--- src/rtl/idli_pkg.sv ---
// idli_pkg: shared types, fetch FSM states and SQI setup constants
package idli_pkg;
  typedef logic [1:0] ctr_t;
  typedef logic [15:0] data_t;
  typedef logic [3:0] slice_t;
  typedef enum logic [2:0] {IDLE, CMD, ADDR, DUMMY, DATA} fe_state_t;
  localparam logic [7:0] SQI_CMD_READ_DEF = 8'h03;
  localparam int FE_CMD_LEN = 2;
  localparam int FE_ADDR_LEN = 6;
  localparam int FE_DUMMY_LEN = 2;
  function automatic logic [2:0] fe_last_idx(fe_state_t s);
    return s == CMD ? 3'(FE_CMD_LEN - 1) : s == ADDR ? 3'(FE_ADDR_LEN - 1) : 3'(FE_DUMMY_LEN - 1);
  endfunction
  function automatic fe_state_t fe_next(fe_state_t s);
    return s == CMD ? ADDR : s == ADDR ? DUMMY : DATA;
  endfunction
endpackage

--- src/rtl/idli_fetch_m.sv ---
// idli_fetch_m: SQI instruction fetch front end and owner of the 2-bit sync counter
// Ports: i_fe_gck/i_fe_rst clock and async reset; o_fe_ctr sync counter;
// o_fe_enc/o_fe_enc_vld/o_fe_pc instruction presented per group;
// i_fe_stall/i_fe_redirect/i_fe_redirect_pc group controls sampled at ctr==3;
// o_fe_sqi_* and i_fe_sqi_sio the nibble-wide serial RAM pins.
module idli_fetch_m
  import idli_pkg::*;
#(
  parameter logic [15:0] RESET_PC = 16'h0000,
  parameter logic [7:0] SQI_CMD_READ = SQI_CMD_READ_DEF
) (
  input  logic        i_fe_gck,
  input  logic        i_fe_rst,
  output ctr_t        o_fe_ctr,
  output data_t       o_fe_enc,
  output logic        o_fe_enc_vld,
  output logic [15:0] o_fe_pc,
  input  logic        i_fe_stall,
  input  logic        i_fe_redirect,
  input  logic [15:0] i_fe_redirect_pc,
  output logic        o_fe_sqi_cs_n,
  output logic        o_fe_sqi_sck_en,
  output slice_t      o_fe_sqi_sio,
  output logic        o_fe_sqi_sio_oe,
  input  slice_t      i_fe_sqi_sio
);
  fe_state_t state, state_n;
  logic [2:0] idx, idx_n;
  logic [15:0] fetch_pc, fetch_pc_n;
  logic [11:0] shreg;
  logic grp_end, redir, word_ok, sck_en_n;
  logic [23:0] byte_addr, addr_sh;
  slice_t sio_n;
  // Outputs are computed from next-state values so the registered pins line up with the state they belong to.
  always_comb begin
    grp_end = o_fe_ctr == 2'd3;
    redir = grp_end && i_fe_redirect;
    // A DATA group that was clocked captured all four nibbles, since DATA always starts at ctr==0.
    word_ok = grp_end && state == DATA && o_fe_sqi_sck_en;
    fetch_pc_n = redir ? i_fe_redirect_pc : word_ok ? fetch_pc + 16'd1 : fetch_pc;
    // Leaving IDLE after ctr==1 puts CMD on ctr==2, so the 10 setup nibbles end on a group boundary.
    state_n = redir ? IDLE : state == IDLE ? (o_fe_ctr == 2'd1 ? CMD : IDLE) : state == DATA ? DATA :
              idx == fe_last_idx(state) ? fe_next(state) : state;
    idx_n = (state_n != state || state_n == IDLE || state_n == DATA) ? 3'd0 : idx + 3'd1;
    byte_addr = {7'b0, fetch_pc_n, 1'b0};
    addr_sh = byte_addr >> {3'd5 - idx_n, 2'b00};
    sio_n = state_n == CMD ? (idx_n == 3'd0 ? SQI_CMD_READ[7:4] : SQI_CMD_READ[3:0]) :
            state_n == ADDR ? addr_sh[3:0] : '0;
    // Stall gates the memory clock for a whole DATA group; stall outside DATA is ignored.
    sck_en_n = state_n != IDLE && (state != DATA || (grp_end ? !i_fe_stall : o_fe_sqi_sck_en));
  end
  always_ff @(posedge i_fe_gck or posedge i_fe_rst)
    if (i_fe_rst) begin
      o_fe_ctr <= '0;
      state <= IDLE;
      idx <= '0;
      fetch_pc <= RESET_PC;
      shreg <= '0;
      o_fe_enc <= '0;
      o_fe_enc_vld <= 1'b0;
      o_fe_pc <= RESET_PC;
      o_fe_sqi_cs_n <= 1'b1;
      o_fe_sqi_sck_en <= 1'b0;
      o_fe_sqi_sio <= '0;
      o_fe_sqi_sio_oe <= 1'b0;
    end else begin
      o_fe_ctr <= o_fe_ctr + 2'd1;
      state <= state_n;
      idx <= idx_n;
      fetch_pc <= fetch_pc_n;
      o_fe_sqi_cs_n <= state_n == IDLE;
      o_fe_sqi_sck_en <= sck_en_n;
      o_fe_sqi_sio <= sio_n;
      o_fe_sqi_sio_oe <= state_n == CMD || state_n == ADDR;
      if (state == DATA && o_fe_sqi_sck_en) shreg <= {shreg[7:0], i_fe_sqi_sio};
      if (grp_end) begin
        o_fe_enc_vld <= word_ok && !redir;
        if (word_ok && !redir) begin
          o_fe_enc <= {shreg, i_fe_sqi_sio};
          o_fe_pc <= fetch_pc;
        end
      end
    end
endmodule

--- config.mk ---
export PLATFORM = sky130hd
export DESIGN_NAME = idli_fetch_m
export DESIGN_NICKNAME = d
export VERILOG_FILES = /design/src/rtl/idli_pkg.sv /design/src/rtl/idli_fetch_m.sv
export SDC_FILE = /design/constraint.sdc
export NUM_CORES = 1
export LEC_CHECK = 0
export ABC_CLOCK_PERIOD_IN_PS = 6000
export BUFFER_PORTS_ARGS = -buffer_cell sky130_fd_sc_hd__clkbuf_2
export CAP_MARGIN = 20
export CORE_MARGIN = 2
export CORE_UTILIZATION = 35
export CTS_CLUSTER_SIZE = 10
export DETAILED_ROUTE_END_ITERATION = 7
export PLACE_DENSITY = 0.59
export SETUP_SLACK_MARGIN = 0.02
export SLEW_MARGIN = 20
export SYNTH_ARGS = -nofsm -noshare
export SYNTH_HDL_FRONTEND = slang
export SYNTH_SLANG_ARGS = --single-unit
--- constraint.sdc ---
create_clock -name i_fe_gck -period 6 [get_ports i_fe_gck]
set_input_delay 0.3 -clock i_fe_gck [delete_from_list [all_inputs] [get_ports i_fe_gck]]
set_output_delay 0.3 -clock i_fe_gck [all_outputs]
set_load 0.03 [all_outputs]
==> results_dict.tcl <==
set metrics [dict create \
    fp.coreArea_sq_mm 0.00968 \
    antenna_found_initial 0 \
    ff_latch_area_sq_mm 0.00190 \
    clockPowerShare_pct 20.7 \
    cp_max_fo 21 \
    syn_avg_cell_area_sq_um 10.5 \
    wl_per_cell_um 15.4 \
    tightest_slew_ps 975 \
    fp.dieH_um 103 \
    nNetsFinal 419 \
    netlist_instances 329 \
    die_x_um 103 \
    grt_pass1_vias 2504 \
    dr_total_vias 2616 \
    cts.sinks 76 \
    place_congestion 0.858 \
    drcViolationCount 0 \
    io_buffers 65 \
    yosys_register_bits 76 \
    crit_chain "nand4bb_1 > or3_1 > or4_1 > a31oi_1 > mux2i_1 > a21oi_1" \
    crit_cells 6 \
    postCtsSetupBuffers 0 \
    synth_edf_count 0 \
    cp-start-kind "register" \
    reg2reg_to "o_fe_sqi_sio[2]$_DFF_PP0_" \
    worst_hold_path.num_cells 3 \
    arrival_ps 3450 \
    antenna_left 0 \
    yosysSeqAreaShare_pct 55.0 \
    hold_path_class "in2reg" \
    synthesis.area_sq_mm 0.00346 \
    path_buf_inv 0 \
    root_buffer "clkbuf_8" \
    grt_use_total_pct 16.0 \
    rr_startpoint "state[1]$_DFF_PP0_" \
    cp-endpoint "o_fe_sqi_sio[2]$_DFF_PP0_" \
    area_growth_pct 19.6 \
    cts_tree "built" \
    via_per_inst 4.95 \
    final_cell_mix "dfrtp_1, clkbuf_2, nand2_1" \
    crit_path_top_delay_cell "nand4bb_1" \
    layout.cells.most_common "dfrtp_1" \
    setup_viol 0 \
    fmax_mhz 314 \
    grt_pass1_wl_um 13000 \
    grt_max_degree 77 \
    clock_latency_ps 340 \
    worstPathRequired_ps 6260 \
    io-pin-count 66 \
    finalWirelength_um 8150 \
    slew-limit-headroom_pct 35.0 \
    syn-num-nets 358 \
    fp-row-count 36 \
    cts_max_path_buffers 2 \
    critical_path.endpoint_type "register" \
    p_sw_share_pct 40.7 \
    cts_resized 0 \
    die_area_sq_mm 0.0107 \
    nFillCells 955 \
    slew_viol_final 0 \
    multi_input_area_sq_mm 0.00146 \
    hold_buffers 0 \
    cts_made_buffers 9 \
    initial_utilization_pct 35.7 \
    yosys_warnings 0 \
    comb_power_share_pct 39.9 \
    crit_start "state[1]$_DFF_PP0_" \
    synth_ff_type "dfrtp_1" \
    vdd_drop_max_mv 0.222 \
    hpwl_um 5690 \
    yosysTopAreaCell "dfrtp_1" \
    power.density_mw_per_mm2 517 \
    dpl-instance-area_sq_mm 0.00391 \
    synthTopCellsByArea "dfrtp_1, mux2_2, nand2_1" \
    final_cell_area_sq_mm 0.00414 \
    critPathKind "reg2reg" \
    intPower_uw 1270 \
    status "completed" \
    cts.reportedPaths.clkPinSlew_ps 80 \
    slowest_delay_ps 870 \
    fin_skew_ps 6.79 \
    reg2reg_slack_ps 2810 \
    gr-total-overflow 0 \
    fin_crit_sh_pct 53.1 \
    drt_iter0_drc 162 \
    seq_power_share_pct 39.4 \
    p_sw_uw 872 \
    async_flop_share_pct 100 \
    reg2reg_depth 6 \
    fin_crit_ps 3190 \
    leakagePower_uw 0.00193 \
    hold_violations 0 \
    tns_ps 0 \
    crit_family "simple AND/OR/NAND/NOR gates" \
    drive_gt1_share_pct 30.4 \
    synth_cell_type_count 45 \
    dr.pass1.iters 4 \
    cts.htree.levels 3 \
    drv_cap 0 \
    yosys.area.top_type_share_pct 54.2 \
    rsz0062_at_grt "no" \
    antennaDiodeCount 0 \
]
## cell usage after synthesis, types with 2 or more instances
cell,number
nor2b_1,2
mux2_2,32
xnor2_1,10
a31o_2,3
a211oi_1,3
clkbuf_1,16
and2_1,2
o41ai_1,2
nor4_1,3
a21oi_1,12
or3_1,3
nand4_1,5
nor3_1,8
dfrtp_1,75
a2bb2oi_1,3
nand2b_1,2
inv_1,10
o21ai_0,10
nor2_1,25
a31oi_1,4
or4_1,4
nand3_1,4
nand2_1,58
ha_1,5
o31ai_1,4
mux2i_1,3
and3_1,3
## kinds of logic (layout without fill, tap and decap cells)
group,count (synthesis),after routing,share of synthesized area (%)
fa+ha+maj,5,5,1.81
xor+xnor,11,11,2.78
buf+inv,28,94,3.07
mux,35,35,11.3
flops,76,76,55.0
simple gates,123,123,16.3
compound gates,51,51,9.80
## worst min-delay path by stage
| stage | start | endpoint | slack [ps] |
|---|---|---|---|
| CTS | i_fe_sqi_sio[1] | shreg[1]$_DFFE_PP0P_ | 150 |
| global route | i_fe_sqi_sio[1] | shreg[1]$_DFFE_PP0P_ | 170 |
| detailed placement | shreg[11]$_DFFE_PP0P_ | shreg[11]$_DFFE_PP0P_ | 470 |
| global placement | o_fe_ctr[0]$_DFF_PP0_ | o_fe_ctr[0]$_DFF_PP0_ | 470 |
| finish | i_fe_sqi_sio[1] | shreg[1]$_DFFE_PP0P_ | 160 |
| floorplan | i_fe_sqi_sio[0] | shreg[0]$_DFFE_PP0P_ | 410 |
## through the flow
step	hold slack (ps)	setup WS, ps	instances	utilization (%)	power (uW)
2_1_floorplan	405	3620	329	-	1450
3_3_place_gp	466	2880	512	40.4	1700
3_5_place_dp	465	2860	512	40.4	1710
4_1_cts	146	2830	528	42.8	2160
5_1_grt	170	2470	528	42.8	2270
6_report	163	2810	528	42.8	2140
## per-layer routing
| layer | track usage, % | wire, um | up-vias |
|---|---|---|---|
| met5 | 0 | 0 | - |
| met4 | 6.28 | 49 | 0 |
| met3 | 3.16 | 356 | 4 |
| met2 | 24.2 | 3800 | 68 |
| met1 | 22.8 | 3940 | 1277 |
| li1 | - | - | 1267 |
## power by group through the flow
stage          clock network (uW)  registers, uW  logic, uW
6_report                      444            844        855
4_1_cts                       453            845        862
3_5_place_dp                    0            855        857
3_3_place_gp                    0            850        845
2_1_floorplan                   0           1050        403
5_1_grt                       472            872        928
## sequential cells by signal, indices dropped and copies added, names as in the netlist
register	count
o_fe_pc	16
o_fe_enc	16
o_fe_sqi_sio_oe	1
o_fe_ctr	2
o_fe_sqi_sio	4
state	3
idx	3
o_fe_sqi_sck_en	1
o_fe_sqi_cs_n	1
o_fe_enc_vld	1
fetch_pc	16
shreg	12
## final cells by class
cell class,count,area share (%)
sequential,76,46.0
timing repair buffer,68,8.40
tap,133,4.02
clock inverter,3,1.66
inverter,10,0.906
clock buffer,13,3.84
multi-input combinational,225,35.2
## worst reg2reg max path: cells and delay by family (launching register included)
family	cells	cell delay (ps)
and+or+nand+nor	3	2140
DFF	1	510
AOI/OAI and AO/OA	2	360
muxes	1	100
Note: power is estimated with default switching activity, not from simulation.
